==> src/rtl/neuron_grad_backprop.sv <==
// neuron_grad_backprop: ReLU backward pass, one dx/dw beat per input through a shared multiplier pair.
module neuron_grad_backprop #(
  parameter int N = 4,
  parameter int WIDTH = 8,
  localparam int IW = (N > 1) ? $clog2(N) : 1
) (
  input  logic                      clk,
  input  logic                      rst_n,
  input  logic                      in_valid,
  output logic                      in_ready,
  input  logic [N*WIDTH-1:0]        x_flat,
  input  logic [N*WIDTH-1:0]        w_flat,
  input  logic signed [2*WIDTH+1:0] s,
  input  logic signed [WIDTH-1:0]   dy,
  output logic                      out_valid,
  input  logic                      out_ready,
  output logic [IW-1:0]             out_idx,
  output logic signed [2*WIDTH-1:0] out_dx,
  output logic signed [2*WIDTH-1:0] out_dw,
  output logic signed [WIDTH-1:0]   out_db,
  output logic                      out_active,
  output logic                      out_last
);
  typedef enum logic {IDLE, EMIT} state_t;
  localparam logic [IW-1:0] LAST = IW'(N - 1);
  state_t state;
  logic signed [WIDTH-1:0] xa [N];
  logic signed [WIDTH-1:0] wa [N];
  logic signed [WIDTH-1:0] g_q, g_in, mx, mw, mg;
  logic signed [2*WIDTH-1:0] prod_dx, prod_dw;
  logic [IW-1:0] nidx;
  logic act_in, accept, step, fin, load;
  assign in_ready = (state == IDLE);
  assign act_in = (s > 0);
  assign g_in = act_in ? dy : '0;
  assign accept = in_ready && in_valid;
  assign step = (state == EMIT) && out_ready;
  assign fin = step && out_last;
  assign load = accept || (step && !out_last);
  assign nidx = (in_ready || out_last) ? '0 : out_idx + 1'b1;
  // Beat 0 comes straight from the request; later beats from the latched operands.
  assign mx = in_ready ? $signed(x_flat[WIDTH-1:0]) : xa[nidx];
  assign mw = in_ready ? $signed(w_flat[WIDTH-1:0]) : wa[nidx];
  assign mg = in_ready ? g_in : g_q;
  assign prod_dx = mg * mw;
  assign prod_dw = mg * mx;
  always_ff @(posedge clk or negedge rst_n)
    if (!rst_n) begin
      state <= IDLE;
      g_q <= '0;
      for (int i = 0; i < N; i++) begin
        xa[i] <= '0;
        wa[i] <= '0;
      end
      out_valid <= 1'b0;
      out_idx <= '0;
      out_dx <= '0;
      out_dw <= '0;
      out_db <= '0;
      out_active <= 1'b0;
      out_last <= 1'b0;
    end else begin
      if (accept) begin
        state <= EMIT;
        g_q <= g_in;
        out_db <= g_in;
        out_active <= act_in;
        out_valid <= 1'b1;
        for (int i = 0; i < N; i++) begin
          xa[i] <= x_flat[i*WIDTH +: WIDTH];
          wa[i] <= w_flat[i*WIDTH +: WIDTH];
        end
      end else if (fin) begin
        state <= IDLE;
        out_valid <= 1'b0;
        out_last <= 1'b0;
      end
      if (load) begin
        out_idx <= nidx;
        out_dx <= prod_dx;
        out_dw <= prod_dw;
        out_last <= (nidx == LAST);
      end
    end
endmodule

==> config.mk <==
export PLATFORM = sky130hd
export DESIGN_NAME = neuron_grad_backprop
export DESIGN_NICKNAME = d
export VERILOG_FILES = /design/src/rtl/neuron_grad_backprop.sv
export SDC_FILE = /design/constraint.sdc
export NUM_CORES = 1
export LEC_CHECK = 0
export ABC_AREA = 1
export BUFFER_PORTS_ARGS = -buffer_cell sky130_fd_sc_hd__buf_4
export CORE_MARGIN = 10
export CORE_UTILIZATION = 60
export DETAILED_ROUTE_END_ITERATION = 7
export GPL_TIMING_DRIVEN = 0
export HOLD_SLACK_MARGIN = 0.12
export PLACE_DENSITY = 0.85
export SLEW_MARGIN = 10
export SYNTH_ARGS = -nofsm -noshare
export SYNTH_HDL_FRONTEND = slang
export SYNTH_SLANG_ARGS = --single-unit
==> constraint.sdc <==
create_clock -name clk -period 5.6 [get_ports clk]
set_input_delay 0.84 -clock clk [delete_from_list [all_inputs] [get_ports clk]]
set_output_delay 0.84 -clock clk [all_outputs]
set_load 0.02 [all_outputs]
==> flow_summary.ini, run 1 <==
[yosys]
synth_flop_cell = dfrtp_1
yosysTopAreaCellShare_pct = 26.6
yosysWarnings = 0
ys_types = 39
yosysMostFrequentCell = nand2_1
yosys_register_bits = 109
synth_cells = 1360
synth_edf_count = 0
netlist_area_mm2 = 0.0103
synth_seq_area_share_pct = 26.6
synth_top_cells_by_count = nand2_1 (495), inv_1 (207), nor2_1 (142)
yosysTopAreaCell = dfrtp_1
synthesis.nets = 1622
avgSynthCellArea_um2 = 7.55
synth.area.top_cells = dfrtp_1 (27%), fa_1 (21%), nand2_1 (18%), inv_1 (7.6%), ha_1 (7.1%)
async_reset_ff_share_pct = 100

[placed_design]
post-place-cells = 1719
dp_hpwl_um = 22200
gp_congestion = 0.927
io_buffers = 139
pre_cts_slack_ps = -459

[worst_setup_path]
cp-startpoint = s[15]
path_class = input pin to flop
required_ps = 5840
r2r-end = out_dw[15]
crit_arrival_ps = 5550
startpoint_type = input pin
critPathMaxStageDelay_ps = 500
end_kind = flop
r2r_start = out_last
critPathMaxFanout = 10
cp_top_family = adder cells
rrSetupSlack_ps = 330
reg2reg_depth = 27
cp.depth = 24
critPathSlowestCell = fa_1
crit_chain = buf_4 -> nor2_1 -> nand3_1 -> nor2_1 -> nand3b_4 -> nand4_1 -> nand2_1 -> inv_1 -> clkbuf_4 -> nand2_1 -> fa_1 -> fa_1 -> inv_1 -> fa_1 -> inv_1 -> fa_1 -> inv_1 -> ha_1 -> a21oi_1 -> o21ai_0 -> nand2_1 -> nand2_1 -> xnor2_1 -> o21ai_0
crit_buf_inv = 6
endpoint = out_dx[12]

[clock_network]
cts_tree = built
cts.sinks = 109
cts_buffers = 9
clock-root-buffer = clkbuf_16
ctsHoldBuffers = 0
clk_pin_slew_ps = 90
cts_max_level = 3
clock_latency_ps = 370
clockBufferDepth = 2

[route]
vias = 9342
drt_wl_total_um = 28200
detail-route-antenna-nets = 0
viasPerCell = 5.37
dr.pass1.iters = 5
avgRoutedWirePerCell_um = 16.2
drc = 0
drt_iter0_markers = 668

[die]
fp.dieH_um = 151
pin_count = 140
core_area_mm2 = 0.0167
rows = 47
die_x_um = 151
start_util_pct = 61.5
die-area_mm2 = 0.0227

[cells_and_area]
layout-drive-gt1-share_pct = 16.0
fillers = 1370
seqCellArea_mm2 = 0.00273
layout.cells.non_filler = 1739
antenna_cells = 0
multiInputGateArea_mm2 = 0.00654
fin_nets = 1776
synthToLayoutAreaGrowth_pct = 17.0

[job]
max_cap_violations = 0

[timing]
finalCriticalPeriod_ps = 5310
post-route-period-util_pct = 94.9
fin_tns_setup_ps = 0
finalMaxSlewViolations = 0
hold_viol_final = 0
setup_slack_ps = 288
slew_headroom_pct = 31.3
finClkSkew_ps = 8.64
fmax_mhz = 188
worst_pin_slew_ps = 1030
setup_viol = 0

[outcome]
outcome = finished clean

[grt]
antenna_found_initial = 0
track_usage_pct = 25.9
grt_pass1_vias = 9741
grt_pass1_wl_um = 47100
grt_overflow = 0
grt_max_degree = 110

[min_path]
hp-class = flop to flop
## per-stage QoR
stage / hold slack, ps / cell area, µm² / util, %
floorplan: 449 / 10300 / -
global placement: 455 / 11600 / 69.4
detailed placement: 461 / 11600 / 69.4
CTS: 484 / 11900 / 71.3
global route: 503 / 12000 / 71.9
finish: 479 / 12000 / 71.9
## placed cells by master, fill, tap and decap left out, types with 3 or more instances in the layout
cell	count
fa_1	108
o21ai_1	9
buf_6	4
o21ai_2	13
clkinv_8	3
xor2_1	3
xnor2_1	12
nand3_2	5
inv_2	13
clkbuf_16	9
ha_1	57
o21ai_0	46
buf_2	15
nand3_1	47
nor2_1	141
o211ai_1	3
or2_2	3
a21oi_1	12
dfrtp_1	108
nand2_2	6
buf_4	146
nand4_1	7
nand2_1	494
clkbuf_1	14
inv_1	206
## per-layer routing
| layer | track usage (%) | share of wire (%) | up-vias |
|---|---|---|---|
| met3 | 4.95 | 8.3 | 62 |
| li1 | - | - | 4403 |
| met5 | 0 | 0 | - |
| met4 | 9.77 | 3.0 | 0 |
| met2 | 44.0 | 49 | 398 |
| met1 | 32.2 | 39 | 4479 |
## worst min path at each step
stage / startpoint / to / slack [ps] / depth (start not counted)
finish: out_dw[4] / out_dw[4] / 480 / 2
global route: out_dw[11] / out_dw[11] / 500 / 2
CTS: out_dw[4] / out_dw[4] / 480 / 2
detailed placement: out_dw[4] / out_dw[4] / 460 / 2
global placement: out_dw[5] / out_dw[5] / 450 / 2
floorplan: wa[10] / wa[10] / 450 / 2
## worst register-to-register path: cells and delay by family, from the launching register on
kind / cells / cell delay [ps]
compound gates: 2 / 250
fa+ha+maj: 5 / 2460
buf+inv: 7 / 650
flops: 1 / 480
simple gates: 13 / 1310
## state kept, by name, indices dropped and copies added (netlist names)
name        cells
out_dw         16
xa             32
out_db          8
wa             32
state           1
out_active      1
out_idx         2
out_last        1
out_dx         16
## layout make-up
class	count	share of cell area [%]
inverters	222	6.98
clock inverters	7	0.802
clock buffers	9	1.87
repair buffers	143	8.97
flip-flops and latches	109	22.7
plain buffers	40	1.93
well taps	220	2.29
multi-input cells	989	54.5
## logic make-up after synthesis
family / synth area share (%)
AO/OA/AOI/OAI: 5.42
flip-flops: 26.6
buffers and inverters: 10.4
XOR/XNOR: 1.28
AND/OR/NAND/NOR: 27.9
adder cells (fa/ha/maj): 28.5
## timing repair
action / 4_1_cts / 5_1_grt
pin swaps: 0 / 3
setup buffers: 0 / 4
setup endpoints to repair: 2 / 16
resized for setup: 3 / 19
Power of run 1 is left out: the tool's default activity adds up to more than one toggle a clock period on the data nets, which glitch-free logic cannot reach.
==> inputs of run 2 (changes only) <==
--- a/config.mk
+++ b/config.mk
@@ -7,8 +7,10 @@
 export LEC_CHECK = 0
 export ABC_AREA = 1
 export BUFFER_PORTS_ARGS = -buffer_cell sky130_fd_sc_hd__buf_4
+export CELL_PAD_IN_SITES_DETAIL_PLACEMENT = 0
+export CELL_PAD_IN_SITES_GLOBAL_PLACEMENT = 1
 export CORE_MARGIN = 10
-export CORE_UTILIZATION = 60
+export CORE_UTILIZATION = 44
 export DETAILED_ROUTE_END_ITERATION = 7
 export GPL_TIMING_DRIVEN = 0
 export HOLD_SLACK_MARGIN = 0.12
==> flow_summary.ini, run 2 (synthesis results as in run 1) <==
[route]
drt_wl_total_um = 29200
detail-route-antenna-nets = 0
vias = 9055
viasPerCell = 4.92
drt_iter0_markers = 546
avgRoutedWirePerCell_um = 15.8
dr.pass1.iters = 7
drc = 0

[clock_network]
cts_buffers = 9
clock-root-buffer = clkbuf_16
clockBufferDepth = 2
clock_latency_ps = 370
clk_pin_slew_ps = 90
cts.sinks = 109
cts_max_level = 3
cts_tree = built

[timing]
post-route-period-util_pct = 95.4
finalCriticalPeriod_ps = 5340
worst_pin_slew_ps = 695
fmax_mhz = 187
finalMaxSlewViolations = 0
finClkSkew_ps = 7.77
setup_viol = 0
holdWs_ps = 435
hold_viol_final = 0
slew_headroom_pct = 53.7

[placed_design]
dp_hpwl_um = 23400
postPlaceCellArea_mm2 = 0.0117
io_buffers = 139
gp_congestion = 0.897

[cells_and_area]
fin_util_pct = 54.0
antenna_cells = 0
final_cell_mix = nand2_1 (494), inv_1 (204), buf_4 (152), nor2_1 (140), dfrtp_1 (109)
final_common_cell = nand2_1
largest_registers = wa: 32 flops, xa: 32 flops
fillers = 2265
fin_nets = 1785
seqCellArea_mm2 = 0.00273
synthToLayoutAreaGrowth_pct = 19.7
multiInputGateArea_mm2 = 0.00663
layout-drive-gt1-share_pct = 16.6
stdcell_area_mm2 = 0.0123

[grt]
antenna_found_initial = 0
grt_max_degree = 64
grt_pass1_vias = 9340
grt_pass1_wl_um = 47900
track_usage_pct = 19.8
grt_overflow = 0

[worst_setup_path]
critPathMaxStageDelay_ps = 560
crit_arrival_ps = 5580
end_kind = flop
rrSetupSlack_ps = 260
critPathSlowestCell = clkbuf_1
crit_chain = buf_4 -> inv_4 -> clkbuf_1 -> nand2_1 -> o21ai_4 -> buf_12 -> nor2_1 -> fa_1 -> inv_1 -> fa_1 -> inv_1 -> fa_1 -> inv_1 -> fa_1 -> inv_1 -> ha_1 -> a21oi_1 -> nand2_1 -> nand2_1 -> nand2_1 -> xnor2_1 -> o21ai_0
critPathMaxFanout = 10
startpoint_type = flop
path_class = flop to flop
required_ps = 5840

[die]
core_area_mm2 = 0.0228
pin_count = 140
rows = 55
start_util_pct = 45.1
die_x_um = 173
die-area_mm2 = 0.0298
fp.dieH_um = 173

[job]
max_cap_violations = 0

[min_path]
hp-class = input pin to async pin

[outcome]
outcome = finished clean
## run 2: changes by cell type in the layout (fill, tap and decap cells not counted), sizes merged
| cell | change |
|---|---|
| inv | -1 |
| buf | +7 |
| clkbuf | +2 |
| nand3b | +1 |
## run 2: critical path, delay by kind of cell (launching register included)
kind	cells	cell delay, ps
flops	1	410
compound gates	3	500
simple gates	5	540
buf+inv	8	1230
fa+ha+maj	5	2370
xor+xnor	1	140
## run 2: repair_timing
action | 4_1_cts | 5_1_grt
pin swaps | 0 | 4
setup buffers | 0 | 11
gates cloned | 0 | 1
endpoints found under the setup margin | 5 | 17
gates resized for setup | 3 | 36
hold buffers | 0 | 0
## run 2: per-layer routing
layer / vias to the layer above / share of wire, % / GRT usage (%)
met5: - / 0 / 0
met1: 4369 / 44 / 25.3
met4: 0 / 1.9 / 6.00
li1: 4425 / - / -
met2: 232 / 49 / 33.8
met3: 29 / 5.6 / 2.77
## run 2: area by class of cell
class	count	share of cell area (%)
Buffer	40	1.94
Clock buffer	10	1.86
Clock inverter	6	0.550
Inverter	222	6.82
Multi-Input combinational cell	990	53.9
Sequential cell	109	22.2
Tap cell	313	3.19
Timing Repair Buffer	151	9.52
## run 2: per-stage QoR
stage	std cells	setup TNS [ps]	setup WS [ps]
global placement	1812	-5070	-476
floorplan	1360	0	487
CTS	1829	0	64.5
global route	1841	-9.20	-4.86
finish	1841	0	259
detailed placement	1813	-5530	-492
## run 2: path summary, 6_finish.rpt
path | depth (start not counted) | from | endpoint
worst min-delay path | 1 | rst_n | wa[9]
min in group clk | 2 | out_dx[3] | out_dx[3]
worst min register to register | 2 | out_dx[3] | out_dx[3]
worst max register to register | 22 | state | out_dw[12]
max in group asynchronous | 2 | rst_n | out_dx[5]
worst max-delay path | 22 | state | out_dw[12]
Power of run 2 is left out for the same reason.
==> inputs of run 3 (changes only) <==
==> constraint.sdc (replaced) <==
create_clock -name clk -period 5.22 [get_ports clk]
set_input_delay 0.783 -clock clk [delete_from_list [all_inputs] [get_ports clk]]
set_output_delay 0.783 -clock clk [all_outputs]
set_load 0.02 [all_outputs]
==> flow_summary.ini, run 3 (synthesis results as in run 1) <==
[placed_design]
gp_congestion = 0.897
postPlaceCellArea_mm2 = 0.0117
dp_hpwl_um = 23400
post-place-cells = 1813
io_buffers = 139
pre_cts_slack_ps = -815

[timing]
setup_slack_ps = 142
hold_viol_final = 0
worst_pin_slew_ps = 662
finClkSkew_ps = 6.94
post-route-period-util_pct = 97.3
rsz0062_at_grt = yes
finalCriticalPeriod_ps = 5080
finalMaxSlewViolations = 0
fmax_mhz = 197
slew_headroom_pct = 55.9
setup_viol = 0

[worst_setup_path]
cp-startpoint = s[10]
required_ps = 5490
rrSetupSlack_ps = 190
endpoint = out_dw[14]
startpoint_type = input pin
end_kind = flop
critPathMaxFanout = 5
reg2reg_depth = 24
r2r-end = out_dw[14]
r2r_start = out_idx[0]
crit_arrival_ps = 5350
path_class = input pin to flop

[clock_network]
clock_latency_ps = 370
clockBufferDepth = 2
cts_tree = built
cts_buffers = 9
clk_pin_slew_ps = 90
cts_max_level = 3
clock-root-buffer = clkbuf_16
cts.sinks = 109

[route]
drt_wl_total_um = 30300
dr.pass1.iters = 6
avgRoutedWirePerCell_um = 16.2
viasPerCell = 4.96
detail-route-antenna-nets = 0
drt_iter0_markers = 638
drc = 0
vias = 9284

[cells_and_area]
fin_nets = 1816
layout-drive-gt1-share_pct = 23.3
final_common_cell = nand2_1
stdcell_area_mm2 = 0.0131
synthToLayoutAreaGrowth_pct = 27.3
layout.cells.non_filler = 1872
final_cell_mix = nand2_1 (475), inv_1 (196), buf_4 (170), nor2_1 (121), dfrtp_1 (107)
largest_registers = wa: 32 flops, xa: 32 flops
antenna_cells = 0
fin_util_pct = 57.4

[grt]
antenna_found_initial = 0
grt_pass1_vias = 9431
track_usage_pct = 19.8
grt_overflow = 0
grt_pass1_wl_um = 48200
grt_max_degree = 64

[die]
core_area_mm2 = 0.0228
fp.dieH_um = 173
die-area_mm2 = 0.0298
rows = 55
die_x_um = 173
start_util_pct = 45.1
pin_count = 140

[outcome]
outcome = finished clean

[job]
max_cap_violations = 0

[min_path]
hp-class = input pin to async pin
## run 3: cell count changes in the layout (fill, tap and decap cells not counted), moves of 14 or more
cell,previous run,this run
nand2_1,494,475
nor2_1,140,121
buf_4,152,170
buf_6,5,19
nand2_2,3,17
## run 3: how the worst min path moves through the flow
stage	startpoint	endpoint	slack, ps	cells after the start
after floorplan	wa[10]	wa[10]	450	2
final	rst_n	wa[9]	380	1
after detailed placement	out_dw[4]	out_dw[4]	460	2
after CTS	rst_n	wa[9]	410	1
after global routing	rst_n	wa[9]	440	1
after global placement	out_dw[5]	out_dw[5]	460	2
## run 3: layer usage
metal,routed length (µm),track usage (%),up-vias,part of all wire [%]
met3,1590,2.96,30,5.3
met5,0,0,-,0
li1,-,-,4489,-
met1,13200,25.2,4548,44
met2,14900,34.0,217,49
met4,622,6.36,0,2.1
## run 3: final cells by class
| class | instances | area (µm²) |
|---|---|---|
| Multi-Input combinational cell | 991 | 7080 |
| Inverter | 222 | 857 |
| Tap cell | 313 | 392 |
| Buffer | 40 | 262 |
| Clock inverter | 6 | 67.6 |
| Fill cell | 2193 | 9700 |
| Sequential cell | 109 | 2730 |
| Timing Repair Buffer | 181 | 1450 |
| Clock buffer | 10 | 229 |
## run 3: timing repair
| action | 4_1_cts | 5_1_grt |
|---|---|---|
| endpoints found under the setup margin | 16 | 16 |
| resized for setup | 22 | 155 |
| hold buffers | 0 | 0 |
| pin swaps | 3 | 50 |
| setup buffers | 8 | 32 |
| cloned | 0 | 3 |
| endpoints found under the hold margin | 0 | 0 |
## run 3: per-stage QoR
stage               TNS, ps  hold slack (ps)
floorplan                 0              449
global placement     -10770              456
detailed placement   -11310              460
CTS                       0              410
global route           -490              437
finish                    0              378
## run 3: worst max-delay path, cell delays in order
cell,delay (ps)
buf_6,100
nor2_4,90
nand3_2,100
nor2_4,200
nand3b_4,190
nand4_1,240
nand2_4,130
buf_6,160
buf_6,120
nand2_8,60
fa_2,470
buf_6,150
fa_1,470
fa_1,560
inv_2,40
fa_1,520
ha_4,320
nand2_1,80
nor2_2,150
nand3_2,100
nand3_1,90
nand2_1,50
nand3_1,80
nand2_1,60
Power of run 3 is left out for the same reason.
